$ cat src/rtl/mem_port_arbiter.sv
// mem_port_arbiter: shares one 32-bit memory port between instruction fetch
// (IF) and load/store data (D). One transaction is outstanding at a time.
// D has fixed priority. A streak counter forces IF to win after MAX_DGRANT
// consecutive D grants taken while IF was waiting.
// Optional feature macro: ARB_TIMEOUT_EN adds a WAIT-state watchdog. When it
// fires, the owner receives a zero-data response and err_o pulses.
module mem_port_arbiter #(
  parameter int MAX_DGRANT  = 4
`ifdef ARB_TIMEOUT_EN
  ,
  // Only exists when the watchdog is built in.
  parameter int TIMEOUT_CYC = 16
`endif
) (
  input  logic        clk_i,
  input  logic        rst_i,
  input  logic        if_req_i,
  input  logic [31:0] if_addr_i,
  output logic        if_gnt_o,
  output logic        if_rvalid_o,
  output logic [31:0] if_rdata_o,
  input  logic        d_req_i,
  input  logic        d_we_i,
  input  logic [31:0] d_addr_i,
  input  logic [31:0] d_wdata_i,
  input  logic [3:0]  d_be_i,
  output logic        d_gnt_o,
  output logic        d_rvalid_o,
  output logic [31:0] d_rdata_o,
  output logic        mem_req_o,
  output logic        mem_we_o,
  output logic [31:0] mem_addr_o,
  output logic [31:0] mem_wdata_o,
  output logic [3:0]  mem_be_o,
  input  logic        mem_gnt_i,
  input  logic        mem_rvalid_i,
  input  logic [31:0] mem_rdata_i,
  output logic        err_o
);

  typedef enum logic [1:0] {
    ST_IDLE = 2'd0,
    ST_REQ  = 2'd1,
    ST_WAIT = 2'd2
  } state_t;

  typedef enum logic {
    OWN_D  = 1'b0,
    OWN_IF = 1'b1
  } owner_t;

  localparam int DW = $clog2(MAX_DGRANT + 1);
  localparam logic [DW-1:0] DSTREAK_MAX = DW'(MAX_DGRANT);

  state_t        state_q;
  owner_t        owner_q;
  logic [DW-1:0] dstreak_q;

  logic          in_req;
  logic          in_wait;
  logic          own_if;
  logic          tmo_hit;
  logic          resp_valid;
  logic [31:0]   resp_data;
  owner_t        winner;

`ifdef ARB_TIMEOUT_EN
  localparam int TW = $clog2(TIMEOUT_CYC + 1);
  logic [TW-1:0] tmo_q;
  // Last WAIT cycle of the budget with no response yet.
  assign tmo_hit = (tmo_q == TW'(TIMEOUT_CYC - 1));
`else
  assign tmo_hit = 1'b0;
`endif

  assign in_req  = (state_q == ST_REQ);
  assign in_wait = (state_q == ST_WAIT);
  assign own_if  = (owner_q == OWN_IF);

  // IF wins when it is starved, otherwise D has priority.
  assign winner = ((if_req_i && dstreak_q == DSTREAK_MAX) || !d_req_i) ? OWN_IF : OWN_D;

  // Response completes on real data, or on the watchdog. Real data wins a tie.
  always_comb begin
    resp_valid = in_wait && (mem_rvalid_i || tmo_hit);
    resp_data  = (in_wait && mem_rvalid_i) ? mem_rdata_i : 32'h0;
  end

  // Memory-side request: only driven in REQ, steered by the locked owner.
  always_comb begin
    mem_req_o   = 1'b0;
    mem_we_o    = 1'b0;
    mem_addr_o  = 32'h0;
    mem_wdata_o = 32'h0;
    mem_be_o    = 4'h0;
    if (in_req) begin
      mem_req_o = 1'b1;
      if (own_if) begin
        mem_addr_o = if_addr_i;
        mem_be_o   = 4'hF;
      end else begin
        mem_we_o    = d_we_i;
        mem_addr_o  = d_addr_i;
        mem_wdata_o = d_wdata_i;
        mem_be_o    = d_be_i;
      end
    end
  end

  // Requester-side grant and response, routed to the owner only.
  always_comb begin
    if_gnt_o    = in_req && mem_gnt_i && own_if;
    d_gnt_o     = in_req && mem_gnt_i && !own_if;
    if_rvalid_o = resp_valid && own_if;
    d_rvalid_o  = resp_valid && !own_if;
    if_rdata_o  = if_rvalid_o ? resp_data : 32'h0;
    d_rdata_o   = d_rvalid_o ? resp_data : 32'h0;
    err_o       = in_wait && tmo_hit && !mem_rvalid_i;
  end

  // Arbitration FSM with the starvation counter and optional watchdog.
  always_ff @(posedge clk_i or negedge rst_i) begin
    if (!rst_i) begin
      state_q   <= ST_IDLE;
      owner_q   <= OWN_D;
      dstreak_q <= '0;
`ifdef ARB_TIMEOUT_EN
      tmo_q     <= '0;
`endif
    end else begin
      case (state_q)
        ST_IDLE: begin
          if (!if_req_i) begin
            dstreak_q <= '0;
          end
          if (if_req_i || d_req_i) begin
            owner_q <= winner;
            state_q <= ST_REQ;
          end
        end
        ST_REQ: begin
          if (mem_gnt_i) begin
            state_q <= ST_WAIT;
`ifdef ARB_TIMEOUT_EN
            tmo_q   <= '0;
`endif
            if (own_if) begin
              dstreak_q <= '0;
            end else if (if_req_i && dstreak_q != DSTREAK_MAX) begin
              dstreak_q <= dstreak_q + DW'(1);
            end
          end
        end
        ST_WAIT: begin
          if (resp_valid) begin
            state_q <= ST_IDLE;
          end
`ifdef ARB_TIMEOUT_EN
          else begin
            tmo_q <= tmo_q + TW'(1);
          end
`endif
        end
        default: state_q <= ST_IDLE;
      endcase
    end
  end

endmodule

$ cat config.mk
export PLATFORM = sky130hd
export DESIGN_NAME = mem_port_arbiter
export DESIGN_NICKNAME = d
export VERILOG_FILES = /design/src/rtl/mem_port_arbiter.sv
export SDC_FILE = /design/constraint.sdc
export NUM_CORES = 1
export LEC_CHECK = 0
export ABC_CLOCK_PERIOD_IN_PS = 1300
export BUFFER_PORTS_ARGS = -buffer_cell sky130_fd_sc_hd__buf_2
export CORE_AREA = 2 2 109 111
export DETAILED_ROUTE_END_ITERATION = 8
export DIE_AREA = 0 0 111 113
export PLACE_DENSITY = 0.6
export SLEW_MARGIN = 20
export SYNTH_ARGS = -nofsm -noshare
export SYNTH_HDL_FRONTEND = slang
export SYNTH_SLANG_ARGS = --single-unit
$ cat constraint.sdc
create_clock -name clk_i -period 1.3 [get_ports clk_i]
set_clock_uncertainty 0.1 [all_clocks]
set_input_delay 0.065 -clock clk_i [delete_from_list [all_inputs] [get_ports clk_i]]
set_output_delay 0.065 -clock clk_i [all_outputs]
set_load 0.01 [all_outputs]
# --- Yosys cells after proc, flatten, opt, wreduce, memory -nomap -nowiden ---
# Index checks and enable logic that the tools add are counted.
# Widths: inputs -> output; s select.
word_totals:
  reg_bits: 6
  input_bits: 139
  wordCells: 52
op_classes:
  n_addsub: 1
  eq_ne: 9
  n_mux: 22
  reduce_logical: 17
op_table:
  columns: ["op", "n"]
  rows:
  - ["$mux 32", 7]
  - ["$mux 3", 4]
  - ["$logic_and 1x1->1", 8]
  - ["$mux 4", 2]
  - ["$mux 2", 3]
  - ["$ne 2x2->1 const B", 3]
  - ["$pmux 2 s3", 1]
  - ["$pmux 3 s2", 1]
  - ["$mux 1", 4]
  - ["$reduce_and 4->1", 1]
  - ["$add 3x1->3 const B", 1]
  - ["$eq 3x3->1 const B", 1]
  - ["$ne 3x2->1 const B", 1]
  - ["$ne 3x3->1 const B", 1]
  - ["$reduce_and 3->1", 1]
  - ["$eq 2x1->1 const B", 1]
  - ["$eq 2x2->1 const B", 1]
  - ["$logic_not 1->1", 2]
  - ["$logic_not 2->1", 1]
  - ["$logic_or 1x1->1", 2]
  - ["$ne 2x1->1 const B", 1]
  - ["$reduce_and 2->1", 1]
  - ["$reduce_bool 2->1", 1]

# --- Longest topological paths before layout ---
# Gate-level depths: netlist (run 1).
depth:
  ltp_word: 6
  mapped_depth: 5

# --- Worst setup path after synthesis (run 1) ---
# Ideal clock, no wire load.
synth_timing:
  path_kind: "reg2reg"
  startpoint: "register dstreak_q[0]"
  endpoint: "register dstreak_q[1]"
  setup_time_ns: 0.134
  t_arrival_ns: 1.144
  path_slack_ns: -0.078
  stages_incl_launch_ff: 6
  path_buffers: 0
  path_cell_list: "dfrtp_1 > inv_1 > ha_1 > a21bo_2 > a221oi_2 > o22ai_1"
synth_via:
  elab_chain_len: 5
synth_rtl:
  columns: ["element", "line_no", "text"]
  rows:
  - ["from (decl)", "57", "logic [DW-1:0] dstreak_q;"]
  - ["from (signal assigned)", "150", "dstreak_q <= dstreak_q + DW'(1);"]
  - ["$add 3x1->3", "150", null]
  - ["$mux 3", "149", "end else if (if_req_i && dstreak_q != DSTREAK_MAX) begin"]
  - ["$mux 3", "147", "if (own_if) begin"]
  - ["$mux 3", "142", "if (mem_gnt_i) begin"]
  - ["$pmux 3 s2", "131", "case (state_q)"]
# Parallel ways exist; a longest one is shown, timed or not. The select of a mux whose other input is x is not followed.
# A chain may end at the register's enable or synchronous reset.

# --- Final worst setup path (run 1) ---
layout_timing:
  startpoint: "register state_q[0]"
  endpoint: "output d_rdata_o[14]"
layout_via:
  elab_chain_len: 4
layout_rtl:
  columns: ["element", "line_no", "text"]
  rows:
  - ["from (decl)", "55", "state_t state_q;"]
  - ["from (signal assigned)", "124", "state_q <= ST_IDLE;"]
  - ["from (signal assigned)", "138", "state_q <= ST_REQ;"]
  - ["from (signal assigned)", "143", "state_q <= ST_WAIT;"]
  - ["$eq 2x2->1 (*)", "77", "assign in_wait = (state_q == ST_WAIT);"]
  - ["$logic_and 1x1->1 (*)", "85, 86", null]
  - ["$mux 32 or $logic_and 1x1->1 (tied branches)", "86, 115", null]
  - ["$mux 32 (*)", "117", "d_rdata_o = d_rvalid_o ? resp_data : 32'h0;"]
  - ["to (decl)", "29", "output logic [31:0] d_rdata_o,"]
# Every way passes the cells marked *; elsewhere a longest branch is shown, timed or not.

==> summary.md, run 1 <==
| Metric | Value |
|---|---|
| Worst Setup Start Kind | flip-flop |
| First-pass DRT Iterations | 4 |
| Worst-skew pair later-pin latency | 230 ps |
| R2r setup slk | -270 ps |
| Hold Path Stages | 3 |
| Root buffer cell | clkbuf_16 |
| Synthesized flop and latch total | 6 |
| HPWL after detailed placement | approximately 6200 um |
| Share of layout cells above drive strength 1 | 71.0% |
| Worst Setup Path Type | reg -> out |
| Max-slew violations | 0 |
| Area of the core | 11,300 um2 |
| Syn_area_per_cell | 7.12 um2 |
| Most frequent cell after synthesis | and2_1 |
| Largest net degree at the start of global routing | 37 |
| Diodes inserted | 0 |
| Hold endpoint | dstreak_q[2]$_DFFE_PN0P_ |
| Most frequent cells after synthesis | 98 x and2_1, 42 x nor2_1, 34 x mux2i_1, 8 x buf_2, 7 x buf_6 |
| Leakage power | 2.32 nW |
| Dpl ws | -186 ps |
| CTS max path bufs | 2 |
| Post-route ant nets | 0 |
| Hold path startpoint | if_req_i |
| Synth Flop Type | dfrtp_1 |
| H-tree depth | 1 |
| Max Cap Violations | 0 |
| CP delay by family, top | simple AND/OR/NAND/NOR gates |
| Wire per inst | 12.1 um |
| PortBufs | 276 |
| # setup viols final | 141 |
| Seq/Total Area, Yosys | 9.24% |
| Routed WL | approximately 8000 um |
| Fmax | 586 MHz |
| Peak VDD IR | 1.04 mV |
| Multiplexer share of the synthesized area | about a fifth |
| Grt total ovfl | 0 |
| Residual DRC | 0 |
| Fin. Hold Viols | 0 |
| XOR/XNOR share of the synthesized area | 0% |
| Crit path cell chain | nand2b_4 -> nor3b_4 -> buf_6 -> clkbuf_16 -> and2_4 -> buf_6 |
| TritonCTS Buffers | 3 |
| Worst Hold Class | in -> reg |
| Crit-path max FO | 8 |
| Setup ws final | -408 ps |
| Initial core utilization | 14.4% |
| Final Wtd Congestion | between 0.7 and 0.8 |
| Area leader, netlist | and2_1 |
| CP max stage delay | just over 400 ps |
| Largest family of logic cells by synthesized area | simple AND/OR/NAND/NOR gates |
| Clock transition at path regs | 40 ps |
| Async SR Flop Fraction | 100% |
| Via Count | 2,619 |
| CTS sink count | 6 |
| Adder-Cell Fraction of Synth Area | 1.54% |
| Mapped Area | 1620 um2 |
| Share of the synthesized area in the top cell type | between 30% and 40% |
| Critical R2R Capture | dstreak_q[1]$_DFFE_PN0P_ |
| Worst EP required | 1130 ps |
| Crit path time final | about 1700 ps |
| # IOs | 278 |
| Initial DRC Count | 42 |
| WHS | approximately 57 ps |
| Synth warnings | 0 |
| Vias in the first global route | 2,210 |
| Setup crit end kind | output port |
| Crit-path most repeated cell | buf_6 |
| Worst Reg-to-Reg Cells | 6 |
| Die area | 12,500 um2 |
| Post-synthesis simple-gate area fraction | 54.5% |
| Total track usage | 10.3% |
| Nets | between 600 and 700 |
| CP Buf/Inv Count | 3 |
| RSZ-0062 raised after global routing | yes |
| Synth Area in Compound Gates | roughly 3.5% |
| Post-synth EDFFs | 0 |
| Final Cycle Share | 131% |
| Die Height | 113 um |
| First-pass GRT wire length | 10,800 um |
| Worst Path Arrival | ~1500 ps |
| Syn Inst Count | ~230 |
| Netlist cell types | 30 |
| Failing checks | setup timing |
| Slowest CP cell | dfrtp_1 |
| Num rows | 39 |
| Area Overhead vs Synth | 137% |
| Outcome | finished, violations left |
| Vias per cell | 3.95 |
| Pwr per Cell Area | 1490 nW/um2 |
| Synth Net Count | 369 |
| Ranking of synthesized cells by area | and2_1 38%, mux2i_1 21%, nor2_1 9.7%, dfrtp_1 9.2%, buf_6 4.9% |
| Initial antenna violation count | 0 |
| Crit Reg-Reg Startpoint | state_q[0]$_DFFE_PN0P_ |
| DIE WIDTH | 111 um |
| TritonCTS clock tree | done |
## cell usage in the layout, fill, tap and decap left out, types with 2 or more instances in the layout
cell / count
nor2_1: 42
buf_12: 4
o22ai_1: 2
buf_2: 245
inv_1: 4
dfrtp_1: 4
mux2i_1: 34
clkbuf_16: 6
buf_4: 16
buf_6: 35
and2_1: 47
dfrtp_2: 2
nand2_1: 2
dlygate4sd3_1: 3
buf_8: 2
nor3b_4: 2
nand4_1: 2
and2_4: 51
## area by class of cell
cell class,instances,area (um2)
fillers,1173,7430
repair buffers,308,1960
multi-input cells,198,1470
well taps,143,179
flip-flops and latches,6,153
clock buffers,4,78.8
inverters,4,15.0
## worst reg2reg max path: cells and delay by family, from the launching register on
family                 cells  cell delay (ps)
AND/OR/NAND/NOR            1              150
buffers and inverters      3              440
AO/OA/AOI/OAI              2              330
flip-flops                 1              410
## sequential cells by signal, indices dropped and copies added, names as in the netlist
signal and cells:
dstreak_q 3, own_if 1, state_q 2
## worst max-delay path by stage
stage | from | to | slack [ps] | depth (start not counted)
finish | state_q[0]$_DFFE_PN0P_ | d_rdata_o[14] | -410 | 6
global route | state_q[0]$_DFFE_PN0P_ | mem_wdata_o[0] | -480 | 6
CTS | state_q[0]$_DFFE_PN0P_ | if_rdata_o[20] | -390 | 5
detailed placement | own_if$_DFFE_PN0P_ | mem_wdata_o[0] | -190 | 4
global placement | own_if$_DFFE_PN0P_ | mem_wdata_o[0] | -190 | 4
floorplan | dstreak_q[0]$_DFFE_PN0P_ | dstreak_q[0]$_DFFE_PN0P_ | -40 | 5
## what timing repair did
action,4_1_cts,5_1_grt
gates cloned,2,4
hold endpoints to repair,8,0
buffers inserted,1,3
hold buffers,3,0
endpoints found under the setup margin,141,141
pin swaps,12,3
gates resized for setup,25,23
## per-layer routing
metal	part of all wire, %	global-route usage, %	vias up
li1	-	-	1311
met1	38	12.0	1141
met2	51	19.2	157
met3	9.5	2.14	10
met4	1.4	2.75	0
met5	0	0	-
## kinds of logic after synthesis
family / after synthesis
AND/OR/NAND/NOR: 154
multiplexers: 34
buffers and inverters: 24
flip-flops: 6
AO/OA/AOI/OAI: 7
adder cells (fa/ha/maj): 2
other: 1
## report_power, final
group          total, W  internal, W  switching, W
clock network  0.000533     0.000409      0.000125
logic           0.00481      0.00253       0.00228
registers      0.000374     0.000263      0.000111
total           0.00572      0.00320       0.00252
## through the flow
| step | TNS, ps | utilization [%] | cell area [um2] | total power [W] | std cells |
|---|---|---|---|---|---|
| floorplan | -363 | - | 1760 | 0.00307 | 228 |
| global placement | -14410 | 29.7 | 3350 | 0.00463 | 647 |
| detailed placement | -14620 | 29.7 | 3350 | 0.00463 | 647 |
| CTS | -48560 | 32.1 | 3620 | 0.00542 | 657 |
| global route | -58890 | 34.1 | 3850 | 0.00613 | 663 |
| finish | -49120 | 34.1 | 3850 | 0.00572 | 663 |
(Power assumes the default switching activity.)
==> run 2: changes to the inputs <==
- ABC_CLOCK_PERIOD_IN_PS: 1300 -> 1700
- PLACE_DENSITY: 0.6 -> 0.59
- clock period: 1.3 -> 1.7 ns (I/O delays scaled with it)
==> summary.md, run 2 (same netlist as run 1, synthesis figures left out) <==
| Metric | Value |
|---|---|
| TritonCTS Buffers | 3 (unchanged) |
| Fmax | 596 MHz |
| Share of layout cells above drive strength 1 | 60.9% (-10 points) |
| PortBufs | 276 (unchanged) |
| First-pass GRT wire length | 11,000 um (+2.2%) |
| Setup crit end kind | output port |
| Worst Setup Start Kind | flip-flop |
| WHS | 61.6 ps (+4.31 ps) |
| Leakage power | 2.15 nW (-7.3%) |
| Max-slew violations | 0 (unchanged) |
| Diodes inserted | 0 (unchanged) |
| Nets | 648 (-2.1%) |
| Peak VDD IR | 0.633 mV (-39%) |
| Post-Layout Cell Count | 649 (-2.1%) |
| Worst Setup Path Type | reg -> out |
| Worst-skew pair later-pin latency | 230 ps (about the same) |
| Post-place instance area | 3130 um2 (-6.5%) |
| Root buffer cell | clkbuf_16 |
| Crit path time final | 1680 ps |
| H-tree depth | 1 (unchanged) |
| Register area | 153 um2 (unchanged) |
| Die Height | 113 um (unchanged) |
| First-pass DRT Iterations | 4 (unchanged) |
| Wire per inst | 12.0 um (-0.93%) |
| Max Cap Violations | 0 (unchanged) |
| Pwr per Cell Area | 1100 nW/um2 (-26%) |
| Initial core utilization | 14.4% (unchanged) |
| Largest net degree at the start of global routing | 37 (unchanged) |
| Routed WL | 7780 um (-3.0%) |
| Slowest CP cell | and4b_4 |
| Area Overhead vs Synth | 110% |
| Grt total ovfl | 0 (unchanged) |
| Initial antenna violation count | 0 (unchanged) |
| DIE WIDTH | 111 um (unchanged) |
| Filler Cell Count | 1,254 (+6.9%) |
| # IOs | 278 (unchanged) |
| Clock transition at path regs | 40 ps (about the same) |
| Vias in the first global route | 2,165 (-2.0%) |
| RSZ-0062 raised after global routing | yes |
| Initial DRC Count | 55 (+31%) |
| Multi-input logic area | 1330 um2 (-9.4%) |
| CP delay by family, top | simple AND/OR/NAND/NOR gates |
| TritonCTS clock tree | done |
| Worst EP required | 1510 ps (+380 ps) |
| Outcome | complete, no violations |
| Most flops, register | dstreak_q |
| Final Cycle Share | 98.7% |
| Most common cell after layout, fill and taps aside | buf_2 |
| Post-route ant nets | 0 (unchanged) |
| Worst Hold Class | in -> reg |
| Crit path cell chain | and4b_4 -> clkbuf_16 -> and2_1 -> buf_2 |
| Via Count | 2,489 (-5.0%) |
| Residual DRC | 0 (unchanged) |
| Largest register FFs | 3 (unchanged) |
| Fin. Hold Viols | 0 (unchanged) |
| CTS sink count | 6 (unchanged) |
| Placed insts | 633 (-2.2%) |
| Crit-path max FO | 16 (+8) |
| HPWL after detailed placement | 6150 um (-0.42%) |
| CTS max path bufs | 2 (unchanged) |
| CP Buf/Inv Count | 2 (-1) |
| CP max stage delay | 430 ps (+20 ps) |
| Die area | 12,500 um2 (unchanged) |
| Worst Path Arrival | 1490 ps (-50 ps) |
| Area of the core | 11,300 um2 (unchanged) |
| Final Wtd Congestion | 0.760 (-4.9%) |
| Num rows | 39 (unchanged) |
| Most frequent cells in the layout | 271 x buf_2, 93 x and2_1, 42 x nor2_1 |
| Dpl ws | 165 ps (+351 ps) |
| Setup ws final | 22.9 ps (+431 ps) |
| Final Instance Area | 3410 um2 (-11%) |
| Vias per cell | 3.84 (-2.9%) |
| # setup viols final | 0 (-100%) |
| Total track usage | 10.5% (+0.21 points) |
-- run 2: changes by cell type in the layout (fill, tap and decap cells not counted), sizes merged --
cell / delta
buf: -14
-- run 2: area by class of cell --
class / count / area share (%)
clock buffer: 4 / 2.31
inverter: 4 / 0.440
multi-input combinational: 198 / 38.9
sequential: 6 / 4.47
tap: 143 / 5.24
timing repair buffer: 294 / 48.6
-- run 2: metrics by stage --
stage / TNS, ps / util, % / total power (W)
2_1_floorplan: 0 / - / 0.00214
3_3_place_gp: 0 / 27.8 / 0.00321
3_5_place_dp: 0 / 27.8 / 0.00320
4_1_cts: 0 / 29.3 / 0.00371
5_1_grt: -1170 / 30.3 / 0.00408
6_report: 0 / 30.3 / 0.00376
-- run 2: power breakdown --
group | internal, W | switching (W) | total (W)
registers | 0.000201 | 0.0000853 | 0.000287
clock network | 0.000311 | 0.0000822 | 0.000394
logic | 0.00148 | 0.00160 | 0.00308
total | 0.00199 | 0.00176 | 0.00376
-- run 2: routing by layer --
layer  part of all wire, %  track usage, %  vias up  wire (um)
li1                      -               -     1281          -
met3                   6.6            2.25        8        514
met2                    52            19.5      107       4080
met1                    40            12.7     1093       3110
met4                   1.0            1.83        0         81
met5                     0               0        -          0
-- run 2: what timing repair did --
item / CTS / global route
resized for setup: 2 / 16
setup endpoints to repair: 66 / 73
pin swaps: 1 / 4
buffers inserted: 5 / 2
gates cloned: 1 / 3
hold buffers: 3 / 0
endpoints found under the hold margin: 8 / 0
-- run 2: tightest hold or removal path: cells and delay by family --
family | cells | cell delay [ps]
AND/OR/NAND/NOR | 1 | 70
buffers and inverters | 1 | 130
multiplexers | 1 | 60
-- run 2: final timing paths --
check / startpoint / endpoint / slack (ps) / cells after the start
max reg2reg: state_q[0]$_DFFE_PN0P_ / dstreak_q[1]$_DFFE_PN0P_ / 170 / 4
min reg2reg: dstreak_q[0]$_DFFE_PN0P_ / dstreak_q[0]$_DFFE_PN0P_ / 410 / 1
max: state_q[0]$_DFFE_PN0P_ / if_rdata_o[3] / 20 / 4
min: if_req_i / dstreak_q[2]$_DFFE_PN0P_ / 60 / 3
max in group asynchronous: rst_i / own_if$_DFFE_PN0P_ / 1230 / 2
min in group asynchronous: rst_i / dstreak_q[0]$_DFFE_PN0P_ / 110 / 2
==> run 3: changes to the inputs <==
- ABC_AREA: not set -> 1
- CORE_AREA: 2 2 109 111 -> 2 2 108 110
- DIE_AREA: 0 0 111 113 -> 0 0 110 112
==> summary.md, run 3 <==
| Metric | Value |
|---|---|
| Most flops, register | dstreak_q |
| H-tree depth | 1 (unchanged) |
| RSZ-0062 raised after global routing | no |
| First-pass DRT Iterations | 4 (unchanged) |
| Crit path time final | 1630 ps (-50.1 ps) |
| CP Buf/Inv Count | 3 (+1) |
| Worst EP required | 1510 ps (about the same) |
| Outcome | complete, no violations |
| Fin. Hold Viols | 0 (unchanged) |
| First-pass GRT wire length | 11,600 um (+5.2%) |
| Area leader, netlist | nand2_1 |
| TritonCTS Buffers | 3 (unchanged) |
| Largest net degree at the start of global routing | 43 (+16%) |
| Most frequent cell after synthesis | nand2_1 |
| Clock transition at path regs | 40 ps (about the same) |
| Share of layout cells above drive strength 1 | 48.5% (-12 points) |
| Synth Flop Type | dfrtp_1 |
| Crit. Startpoint | state_q[1]$_DFFE_PN0P_ |
| Gr busiest metal | met2 |
| Pwr per Cell Area | 1120 nW/um2 (+1.6%) |
| Crit path cell chain | inv_1 -> nand2_2 -> buf_12 -> nor2_1 -> buf_2 |
| # setup viols final | 0 (unchanged) |
| Critical R2R Capture | dstreak_q[2]$_DFFE_PN0P_ |
| Setup ws final | 73.1 ps (+50.1 ps) |
| Synthesized flop and latch total | 6 (unchanged) |
| Initial DRC Count | 131 (+140%) |
| Initial core utilization | 13.9% (-0.52 points) |
| Most frequent cells after synthesis | 117 x nand2_1, 112 x nor2_1, 38 x inv_1, 32 x a21oi_1, 16 x buf_2 |
| Grt met1 use | 13.9% (+1.2 points) |
| CP max stage delay | 430 ps (about the same) |
| Netlist cell types | 16 (-47%) |
| Fmax | 615 MHz (+3.1%) |
| Crit Reg-Reg Startpoint | state_q[1]$_DFFE_PN0P_ |
| Area of the core | 11,200 um2 (-0.87%) |
| Setup total negative slack | 0 ps (unchanged) |
| HPWL after detailed placement | 6660 um (+8.2%) |
| XOR/XNOR share of the synthesized area | 0% (unchanged) |
| TritonCTS clock tree | done |
| Nets | 758 (+17%) |
| Max Cap Violations | 0 (unchanged) |
| Share of the synthesized area in the top cell type | 28.3% (-9.4 points) |
| Worst-skew pair later-pin latency | 230 ps (about the same) |
| Max-slew violations | 0 (unchanged) |
| Final Wtd Congestion | 0.740 (-2.6%) |
| # IOs | 278 (unchanged) |
| Most frequent cells in the layout | 276 x buf_2, 116 x nand2_1, 112 x nor2_1 |
| Ranking of synthesized cells by area | nand2_1 28%, nor2_1 27%, a21oi_1 10%, dfrtp_1 9.7%, inv_1 9.2% |
| Leakage power | 2.29 nW (+6.4%) |
| Root buffer cell | clkbuf_16 |
| Mapped Area | 1550 um2 (-4.5%) |
| CTS sink count | 6 (unchanged) |
| Synth Net Count | 491 (+33%) |
| CTS max path bufs | 2 (unchanged) |
| Grt total ovfl | 0 (unchanged) |
| Residual DRC | 0 (unchanged) |
| Area Overhead vs Synth | 110% (about the same) |
| Tot Pwr | 0.00365 W (-3.0%) |
| Synth warnings | 0 (unchanged) |
| Slowest CP cell | dfrtp_1 |
| Async SR Flop Fraction | 100% (unchanged) |
| Worst Reg-to-Reg Cells | 6 (+2) |
| Diodes inserted | 0 (unchanged) |
| Adder-Cell Fraction of Synth Area | 1.61% (+0.072 points) |
| CP delay by family, top | buffers and inverters |
| Die Height | 112 um (-0.88%) |
| Post-synth EDFFs | 0 (unchanged) |
| Worst Setup Path Type | reg -> out |
| Crit-path max FO | 42 (+26) |
| Routed WL | 8030 um (+3.2%) |
| Largest register FFs | 3 (unchanged) |
| Peak VDD IR | 0.518 mV (-18%) |
| Levels on crit path | 5 (+1) |
| Total track usage | 11.6% (+1.1 points) |
| PortBufs | 276 (unchanged) |
| Seq/Total Area, Yosys | 9.68% (+0.43 points) |
| Worst Hold Class | in -> reg |
| Post-route ant nets | 0 (unchanged) |
| R2r setup slk | 320 ps (+150 ps) |
| Num rows | 39 (unchanged) |
| DIE WIDTH | 110 um (-0.90%) |
| WHS | 20.1 ps (-41.5 ps) |
| Largest family of logic cells by synthesized area | simple AND/OR/NAND/NOR gates |
| Met2 usage | 21.8% (+2.3 points) |
| Syn_area_per_cell | 4.43 um2 (-38%) |
| Post-synthesis simple-gate area fraction | 58.8% (+4.3 points) |
| Dpl ws | 217 ps (+51.7 ps) |
| Grt met3 use | 1.81% (-0.43 points) |
| Wire per inst | 10.6 um (-12%) |
| Initial antenna violation count | 0 (unchanged) |
| Vias per cell | 3.89 (+1.5%) |
| Worst Setup Start Kind | flip-flop |
| Synth Area in Compound Gates | 11.5% (+7.9 points) |
| Die area | 12,300 um2 (-1.8%) |
| Syn Inst Count | 350 (+54%) |
| Vias in the first global route | 2,456 (+13%) |
| Multiplexer share of the synthesized area | 0% (-21 points) |
| Setup crit end kind | output port |
| Worst setup path end | mem_wdata_o[26] |
| Most common cell after layout, fill and taps aside | buf_2 |
| Worst Path Arrival | 1440 ps (-50 ps) |
| Final Cycle Share | 95.7% (-2.9 points) |
| Via Count | 2,952 (+19%) |
## run 3: changes by cell type after synthesis, moves of 3 or more
cell     delta
a21oi_1    +31
nor2_1     +70
nand2_1   +115
inv_1      +34
mux2i_1    -34
nand3_1     +7
buf_2       +8
inv_2       +4
and2_1     -98
buf_6       -7
buf_1       +3
## run 3: power breakdown
group	leakage (nW)	internal, W	total [W]	switching, W
combinational	2.18	0.00117	0.00299	0.00183
clock	0.0370	0.000302	0.000380	0.0000781
sequential	0.0763	0.000201	0.000273	0.0000717
total	2.29	0.00167	0.00365	0.00198
## run 3: worst reg2reg max path, delay by kind of cell, from the launching register on
kind	cells	cell delay [ps]
buffers and inverters	1	150
DFF	1	430
and+or+nand+nor	5	590
## run 3: per-stage QoR
| stage | cell area (um2) | cells | utilization (%) |
|---|---|---|---|
| global placement | 3120 | 752 | 28.0 |
| finish | 3260 | 758 | 29.2 |
| global route | 3260 | 758 | 29.2 |
| CTS | 3230 | 757 | 28.9 |
| floorplan | 1550 | 350 | - |
| detailed placement | 3120 | 752 | 28.0 |
## run 3: layer usage
metal,vias to the layer above,part of all wire (%)
li1,1559,-
met1,1217,38
met2,172,50
met3,4,11
met4,0,0.62
met5,-,0
## run 3: area by class of cell
cell class              instances  area [um2]
fillers                      1292        7920
repair buffers                287        1550
multi-input cells             277        1140
well taps                     143         179
inverters                      42         160
flip-flops and latches          6         153
clock buffers                   3        75.1
## run 3: worst min path at each step
| stage | from | endpoint | slack, ps | cells after the start |
|---|---|---|---|---|
| after floorplan | rst_i | dstreak_q[0]$_DFFE_PN0P_ | -310 | 0 |
| after detailed placement | rst_i | dstreak_q[0]$_DFFE_PN0P_ | -180 | 1 |
| final | mem_rvalid_i | state_q[1]$_DFFE_PN0P_ | 20 | 2 |
| after CTS | mem_rvalid_i | state_q[1]$_DFFE_PN0P_ | 8 | 2 |
| after global routing | mem_rvalid_i | state_q[1]$_DFFE_PN0P_ | 30 | 2 |
| after global placement | rst_i | dstreak_q[0]$_DFFE_PN0P_ | -170 | 1 |
## run 3: cells by family after synthesis
family / Yosys count
buffers and inverters: 67
AND/OR/NAND/NOR: 239
other: 1
AO/OA/AOI/OAI: 35
adder cells (fa/ha/maj): 2
flip-flops: 6
## run 3: timing repair
action,CTS,global route
endpoints found under the hold margin,7,0
hold buffers,2,0
resized for setup,2,6
setup buffers,0,1
pin swaps,0,0
setup endpoints to repair,25,86
